### src/rtl/wrt_ptr_sync_level.sv
// wrt_ptr_sync_level
// Read-domain write-pointer synchroniser for the async FIFO. Carries the Gray
// write pointer across a SYNC_STAGES flop chain, converts it to binary, flags
// each advance and derives fill level / empty / almost-empty against the local
// binary read pointer.
// Optional build macro: WPTR_SYNC_CHECK_EN adds a sticky protocol checker that
// drives sync_err; without it sync_err is a constant 0.
module wrt_ptr_sync_level #(
    parameter int ADDR_SIZE   = 4,
    parameter int SYNC_STAGES = 2,
    parameter int AE_THRESH   = 2
) (
    input  logic                 rd_clk,
    input  logic                 rd_rst_n,
    input  logic [ADDR_SIZE:0]   wrt_ptr_gray,
    input  logic [ADDR_SIZE:0]   rd_ptr_bin,
    output logic [ADDR_SIZE:0]   sync_wrt_ptr_gray,
    output logic [ADDR_SIZE:0]   sync_wrt_ptr_bin,
    output logic                 wrt_adv,
    output logic [ADDR_SIZE:0]   rd_level,
    output logic                 rd_empty,
    output logic                 rd_almost_empty,
    output logic                 sync_err
);

    localparam int PW = ADDR_SIZE + 1;

    // Level of a completely full FIFO: MSB set, lower bits zero.
    localparam logic [PW-1:0] FULL_LEVEL = {1'b1, {ADDR_SIZE{1'b0}}};
    localparam logic [PW-1:0] AE_LEVEL   = PW'(AE_THRESH);

    // Gray to binary: each binary bit is the XOR of all Gray bits at or above it.
    function automatic logic [PW-1:0] gray2bin(input logic [PW-1:0] gray);
        logic [PW-1:0] bin;
        bin[PW-1] = gray[PW-1];
        for (int i = PW - 2; i >= 0; i--) begin
            bin[i] = bin[i+1] ^ gray[i];
        end
        return bin;
    endfunction

    logic [PW-1:0] sync_q [SYNC_STAGES];
    logic [PW-1:0] bin_d;
    logic [PW-1:0] bin_q;
    logic          adv_d;
    logic          adv_q;

    // Synchroniser chain: stage 0 captures the asynchronous Gray pointer.
    always_ff @(posedge rd_clk or negedge rd_rst_n) begin
        if (!rd_rst_n) begin
            for (int i = 0; i < SYNC_STAGES; i++) begin
                sync_q[i] <= {PW{1'b0}};
            end
        end else begin
            sync_q[0] <= wrt_ptr_gray;
            for (int i = 1; i < SYNC_STAGES; i++) begin
                sync_q[i] <= sync_q[i-1];
            end
        end
    end

    assign sync_wrt_ptr_gray = sync_q[SYNC_STAGES-1];

    // Next binary pointer and advance flag from the last synchroniser stage.
    always_comb begin
        bin_d = gray2bin(sync_q[SYNC_STAGES-1]);
        adv_d = 1'b0;
        if (bin_d != bin_q) begin
            adv_d = 1'b1;
        end else begin
            adv_d = 1'b0;
        end
    end

    // Binary pointer register; the advance pulse is aligned with its update.
    always_ff @(posedge rd_clk or negedge rd_rst_n) begin
        if (!rd_rst_n) begin
            bin_q <= {PW{1'b0}};
            adv_q <= 1'b0;
        end else begin
            bin_q <= bin_d;
            adv_q <= adv_d;
        end
    end

    assign sync_wrt_ptr_bin = bin_q;
    assign wrt_adv          = adv_q;

    // Fill level follows the read pointer with zero latency; modular
    // subtraction absorbs pointer wrap, and level 2^ADDR_SIZE means full.
    always_comb begin
        rd_level        = bin_q - rd_ptr_bin;
        rd_empty        = 1'b0;
        rd_almost_empty = 1'b0;
        if (rd_level == {PW{1'b0}}) begin
            rd_empty = 1'b1;
        end else begin
            rd_empty = 1'b0;
        end
        if (rd_level <= AE_LEVEL) begin
            rd_almost_empty = 1'b1;
        end else begin
            rd_almost_empty = 1'b0;
        end
    end

`ifdef WPTR_SYNC_CHECK_EN

    // True when two pointer samples differ in more than one bit.
    function automatic logic multi_bit_change(input logic [PW-1:0] a,
                                              input logic [PW-1:0] b);
        logic [PW-1:0] diff;
        diff = a ^ b;
        return ((diff & (diff - PW'(1))) != {PW{1'b0}});
    endfunction

    logic [PW-1:0] prev_gray_q;
    logic          err_d;
    logic          err_q;

    // Error detection: Gray step larger than one bit, or read ran past write.
    always_comb begin
        err_d = err_q;
        if (multi_bit_change(sync_q[SYNC_STAGES-1], prev_gray_q) ||
            (rd_level > FULL_LEVEL)) begin
            err_d = 1'b1;
        end else begin
            err_d = err_q;
        end
    end

    // Previous synchronised pointer and sticky error flag.
    always_ff @(posedge rd_clk or negedge rd_rst_n) begin
        if (!rd_rst_n) begin
            prev_gray_q <= {PW{1'b0}};
            err_q       <= 1'b0;
        end else begin
            prev_gray_q <= sync_q[SYNC_STAGES-1];
            err_q       <= err_d;
        end
    end

    assign sync_err = err_q;

`else

    assign sync_err = 1'b0;

`endif

endmodule
### config.mk
export PLATFORM = sky130hd
export DESIGN_NAME = wrt_ptr_sync_level
export DESIGN_NICKNAME = d
export VERILOG_FILES = /design/src/rtl/wrt_ptr_sync_level.sv
export SDC_FILE = /design/constraint.sdc
export NUM_CORES = 1
export LEC_CHECK = 0
export ABC_AREA = 1
export CORE_MARGIN = 4
export CORE_UTILIZATION = 42
export CTS_CLUSTER_SIZE = 25
export DETAILED_ROUTE_END_ITERATION = 12
export GPL_TIMING_DRIVEN = 0
export PLACE_DENSITY = 0.84
export SYNTH_ARGS = -nofsm -noshare
export SYNTH_HDL_FRONTEND = slang
export SYNTH_SLANG_ARGS = --single-unit
### constraint.sdc
create_clock -name rd_clk -period 2.8 [get_ports rd_clk]
set_clock_uncertainty 0.1 [all_clocks]
set_input_delay 0.56 -clock rd_clk [delete_from_list [all_inputs] [get_ports rd_clk]]
set_output_delay 0.56 -clock rd_clk [all_outputs]
set_load 0.005 [all_outputs]
==> flow_summary.yaml, run 1 <==
sta:
  period_needed_ps: 2707
  setup_viol: 0
  max_slew.worst_pin.slew_ps: 670.3
  grt_setup_unrepaired: "false"
  final-hold-violation-count: 0
  max_freq_mhz: 369.5
  fin_crit_sh_pct: 96.66
  finalSetupTns_ps: 0
  slew_headroom_pct: 55.17
  slew_violations: 0
  layout_setup_ws_ps: 93.46
floorplanning:
  die_y_um: 52.21
  die_w_um: 52.21
  initial_core_util_pct: 46.04
  io_pins: 31
  rows: 15
  dieArea_um2: 2725
  coreArea_um2: 1783
route:
  drc: 0
  vias: 722
  via_per_inst: 4.628
  antenna_left: 0
  drt_iter0_drc: 4
  routed_wl_um: 1790
  firstDrtPassIters: 3
  wire_per_inst_um: 11.47
global_routing:
  overflow: 0
  grt_max_degree: 17
  grt_pass1_vias: 751
  grt_pass1_wl_um: 3001
  antenna_found_initial: 0
  grt_use_total_pct: 14.74
clocking:
  clock_latency_ps: 280
  cts.clk_slew.worst_paths_ps: 90
  clock-root-buffer: "clkbuf_4"
  cts_buffer_depth: 2
  clock_sinks: 16
  cts_tree: "built"
  cts_htree_levels: 1
  cts_buffers: 3
logic_synthesis:
  syn_nets: 110
  ys_seq_area_share_pct: 48.78
  ys_seq_elements: 16
  yosys_warnings: 0
  syn_area_um2: 820.8
  syn_inst: 93
  synth_top_area_share_pct: 48.78
  synth_top_cell_by_area: "dfrtp_1"
  syn_avg_cell_area_um2: 8.826
  synthTopCellsByArea: "dfrtp_1, inv_1, nand2_1"
  ys_types: 17
job:
  maxCapViolCount: 0
critical_path:
  critPathKind: "in -> out"
  reg2regPathDepth: 9
  path_max_fanout: 2
  path_delay_family: "adder cells"
  critPathMaxStageDelay_ps: 360
  worstPathCellList: "clkdlybuf4s15_1 -> ha_2 -> fa_2 -> o21ai_2 -> xor2_2 -> buf_4 -> nand3_2 -> nor2_1 -> buf_2"
  r2r_start: "sync_wrt_ptr_gray[4]$_DFF_PN0_"
  worstPathArrival_ps: 2050
  cp-end-kind: "output pin"
  regToRegEndpoint: "wrt_adv$_DFF_PN0_"
  crit_buf_inv: 3
  cp.required_ps: 2140
  critical-path-slowest-cell: "fa_2"
  worst_setup_path_start_kind: "primary input"
  r2r_slack_ps: 1330
placed_design:
  io_buffers: 29
  gp_congestion: 0.7070
  pre_cts_ws_ps: -658.8
  place_hpwl_um: 1350
  dp.cells: 147
finish:
  drive_gt1_share_pct: 22.90
  fin_nets: 149
  n_fill_cell: 135
  multi_input_area_um2: 350.3
  synthToLayoutAreaGrowth_pct: 51.98
  instances_no_fill: 156
  diodes: 0
  seq_area_um2: 400.4
pwr:
  leakage_nw: 0.6329
  powerDensity_nw_per_um2: 501.5
  p_total_mw: 0.6256
  peakVddDrop_uv: 361.6
status:
  status: "completed"
min_path:
  whs_path_depth: 0
  worstHoldPathType: "reg -> reg"
  min-delay-start: "sync_q[9]$_DFF_PN0_"
  min_to: "sync_wrt_ptr_gray[4]$_DFF_PN0_"
==> layout make-up <==
cell class,count,share of cell area [%]
buffer,6,3.611
clock buffer,4,2.909
inverter,19,5.717
multi-input combinational,52,28.08
sequential,16,32.10
tap,25,2.508
timing repair buffer,34,25.08
==> through the flow <==
step | utilization (%) | area, um^2 | hold slack, ps
finish | 69.96 | 1247 | 256.8
global route | 69.96 | 1247 | 276.7
CTS | 68.77 | 1226 | 260.0
detailed placement | 64.07 | 1142 | 238.9
global placement | 64.07 | 1142 | 232.8
floorplan | - | 820.8 | 164.4
==> cell usage in the layout (no fill, tap or decap), types with 2 or more instances in the layout <==
master            n
buf_4            11
xnor2_1           2
inv_1            16
dfrtp_1          16
nand2_2           2
clkdlybuf4s50_1  21
xor2_1            2
nand2_1          17
nand3_1          11
clkbuf_4          3
buf_2             2
inv_2             3
dlygate4sd2_1     4
nor2_1            4
o21ai_1           2
a21oi_1           2
ha_4              2
nand3_2           2
clkdlybuf4s15_1   2
==> worst reg2reg max path, stage by stage (launching register included) <==
cell and delay [ps]:
dfrtp_1 460, inv_2 50, nand2_1 110, nand3_2 110, nand2_2 110, nand2_1 90, nand3_1 90, nand2_1 80
nand2_1 70, nand3_1 90
==> synthesized netlist by cell type, drive strengths merged <==
cell   count
inv       19
nand2     19
dfrtp     16
nand3     13
buf        6
ha         4
nor2       4
o21ai      3
xor2       3
a21oi      2
xnor2      2
conb       1
fa         1
==> power breakdown <==
group          leakage (nW)  internal (mW)  switching, mW  total, mW
clock                0.0210         0.0791         0.0686      0.148
combinational         0.428          0.124         0.0952      0.220
sequential            0.184          0.246         0.0128      0.258
total                 0.633          0.449          0.177      0.626
==> how the worst max path moves through the flow <==
stage / endpoint / from / cells past startpoint / slack, ps
2_1_floorplan: rd_empty / rd_ptr_bin[0] / 6 / 420
3_3_place_gp: rd_empty / rd_ptr_bin[0] / 8 / -570
3_5_place_dp: rd_empty / rd_ptr_bin[0] / 8 / -660
4_1_cts: rd_empty / rd_ptr_bin[0] / 9 / 40
5_1_grt: rd_empty / sync_wrt_ptr_bin[0]$_DFF_PN0_ / 9 / 20
6_report: rd_empty / rd_ptr_bin[0] / 9 / 90
==> state kept, by name, summed over array words and instances (netlist names) <==
name,cells
sync_wrt_ptr_gray,5
sync_q,5
wrt_adv,1
sync_wrt_ptr_bin,5
==> repair_timing <==
item | CTS | global route
resized for setup | 24 | 2
cloned | 0 | 0
setup buffers | 4 | 2
hold buffers | 0 | 0
endpoints found under the setup margin | 6 | 4
pin swaps | 6 | 4
==> layer usage <==
| layer | vias up | GRT usage [%] | part of all wire, % |
|---|---|---|---|
| met5 | - | 0 | 0 |
| met4 | 0 | 5.106 | 0 |
| met3 | 0 | 2.849 | 7.3 |
| met2 | 28 | 31.17 | 58 |
| met1 | 339 | 13.30 | 35 |
| li1 | 355 | - | - |
==> logic make-up (layout without fill, tap and decap cells) <==
logic type / after synthesis / in the layout / synth area share, %
AOI/OAI and AO/OA: 5 / 5 / 3.048
xor gates and xnor gates: 5 / 5 / 5.336
adders and majority gates: 5 / 5 / 8.537
buffers and inverters: 25 / 63 / 14.18
DFF: 16 / 16 / 48.78
other: 1 / 1 / 0.4569
and+or+nand+nor: 36 / 36 / 19.66
(Power assumes the default switching activity.)
==> inputs of run 2 (changes only) <==
--- a/config.mk
+++ b/config.mk
@@ -8,10 +8,10 @@
 export ABC_AREA = 1
 export CORE_MARGIN = 4
 export CORE_UTILIZATION = 42
-export CTS_CLUSTER_SIZE = 25
+export CTS_CLUSTER_SIZE = 24
 export DETAILED_ROUTE_END_ITERATION = 12
 export GPL_TIMING_DRIVEN = 0
-export PLACE_DENSITY = 0.84
+export PLACE_DENSITY = 0.77
 export SYNTH_ARGS = -nofsm -noshare
 export SYNTH_HDL_FRONTEND = slang
 export SYNTH_SLANG_ARGS = --single-unit
==> run 2 against run 1 <==
Compared with the run above:
- sequential power is essentially flat
- combinational power shrank 4%
- via count shrank 1.5%
- wire length shrank 1.5%
- flip-flop and latch count is the same
- register-to-register slack gained 20 ps
- critical path depth shrank 2
- largest cell class unchanged
==> flow_summary.yaml, run 2 (synthesized netlist as in run 1, its figures left out) <==
status:
  status: "completed"
sta:
  max_freq_mhz: 378.1
  final-hold-violation-count: 0
  fin_crit_sh_pct: 94.46
  slew_violations: 0
  setup_viol: 0
  grt_setup_unrepaired: "true"
  layout_setup_ws_ps: 155.2
  period_needed_ps: 2645
  max_slew.worst_pin.slew_ps: 689.8
  slew_headroom_pct: 53.87
finish:
  fin_util_pct: 69.68
  final_common_cell: "clkdlybuf4s50_1"
  instances_no_fill: 153
  final_cell_area_um2: 1242
  drive_gt1_share_pct: 24.22
  synthToLayoutAreaGrowth_pct: 51.37
  layout_common_cells: "clkdlybuf4s50_1, nand2_1, dfrtp_1"
  fin_nets: 146
  diodes: 0
floorplanning:
  coreArea_um2: 1783
  io_pins: 31
  rows: 15
  initial_core_util_pct: 46.04
  die_y_um: 52.21
  dieArea_um2: 2725
  die_w_um: 52.21
clocking:
  cts_htree_levels: 1
  clock_latency_ps: 280
  cts.clk_slew.worst_paths_ps: 90
  clock-root-buffer: "clkbuf_4"
  clock_sinks: 16
  cts_buffer_depth: 2
  cts_tree: "built"
  cts_buffers: 3
  cts_hold_buf: 0
route:
  vias: 711
  via_per_inst: 4.647
  routed_wl_um: 1764
  antenna_left: 0
  firstDrtPassIters: 3
  wire_per_inst_um: 11.53
  drc: 0
  drt_iter0_drc: 8
critical_path:
  cp-end-kind: "output pin"
  worst_setup_path_start_kind: "primary input"
  reg2regPathDepth: 9
  path_max_fanout: 3
  r2r_start: "sync_wrt_ptr_gray[4]$_DFF_PN0_"
  critPathKind: "in -> out"
  cp.required_ps: 2140
  cp-startpoint: "rd_ptr_bin[1]"
  r2r_slack_ps: 1350
  worstPathArrival_ps: 1980
  regToRegEndpoint: "wrt_adv$_DFF_PN0_"
pwr:
  p_int_mw: 0.4419
  peakVddDrop_uv: 335.0
  pwr-share-comb_pct: 34.0
  p_clk_share_pct: 24.3
  switchingPower_mw: 0.1798
  switching_share_pct: 28.92
  powerDensity_nw_per_um2: 500.4
  leakage_nw: 0.6212
  power_frac_seq_pct: 41.7
placed_design:
  dpl_cell_area_um2: 1142
  place_hpwl_um: 1425
  pre_cts_ws_ps: -709.1
  io_buffers: 29
  gp_congestion: 0.7027
  dp.cells: 147
global_routing:
  grt_use_total_pct: 14.62
  grt_pass1_vias: 693
  grt_max_degree: 17
  grt_pass1_wl_um: 2946
  antenna_found_initial: 0
  overflow: 0
min_path:
  worstHoldPathType: "reg -> reg"
  min_to: "sync_wrt_ptr_gray[0]$_DFF_PN0_"
  min-delay-start: "sync_q[5]$_DFF_PN0_"
  whs_path_depth: 0
job:
  maxCapViolCount: 0
-- run 2: cell types whose count changed in the layout (fill, tap and decap cells not counted), sizes merged --
cell | previous run | this run
buf | 13 | 10
clkdlybuf4s15 | 2 | 0
clkbuf | 4 | 5
dlygate4sd2 | 4 | 5
-- run 2: per-stage QoR --
step / TNS (ps) / hold WS (ps) / power, mW
6_report: 0 / 256.7 / 0.6218
5_1_grt: -13.41 / 265.9 / 0.6637
3_5_place_dp: -2416 / 235.5 / 0.4585
3_3_place_gp: -2012 / 233.1 / 0.4485
4_1_cts: 0 / 257.8 / 0.6168
2_1_floorplan: 0 / 164.4 / 0.3525
-- run 2: layout make-up --
type | instances | area (um^2)
Inverter | 19 | 71.32
Buffer | 6 | 45.04
Fill cell | 142 | 540.5
Sequential cell | 16 | 400.4
Timing Repair Buffer | 31 | 284.0
Clock buffer | 4 | 36.28
Multi-Input combinational cell | 52 | 374.1
Tap cell | 25 | 31.28
-- run 2: power groups by stage --
stage	Sequential, mW	Clock [mW]	Combinational [mW]
after floorplan	0.261	0	0.0918
after global placement	0.261	0	0.187
after detailed placement	0.263	0	0.196
after CTS	0.259	0.154	0.204
after global routing	0.262	0.165	0.236
final	0.259	0.151	0.211
-- run 2: worst max-delay path by stage --
stage	end	slack, ps	cells past startpoint
2_1_floorplan	rd_empty	420	6
3_3_place_gp	rd_empty	-590	8
3_5_place_dp	rd_almost_empty	-710	8
4_1_cts	rd_almost_empty	40	8
5_1_grt	rd_almost_empty	-10	8
6_report	rd_almost_empty	160	7
-- run 2: worst max-delay path, stage by stage --
cell and delay (ps):
dlygate4sd2_1 270, fa_2 430, o21ai_4 180, xor2_2 210
o21ai_1 100, nor2_1 100, buf_2 130
-- run 2: what timing repair did --
action | in CTS | in global routing
pin swaps | 10 | 4
setup buffers | 1 | 1
resized for setup | 26 | 5
endpoints found under the setup margin | 6 | 4
-- run 2: routing by layer --
metal | part of all wire, % | vias up | global-route usage [%]
met5 | 0 | - | 0
met4 | 0.79 | 0 | 5.106
met3 | 7.4 | 2 | 2.279
met2 | 53 | 25 | 27.82
met1 | 39 | 340 | 16.21
li1 | - | 344 | -
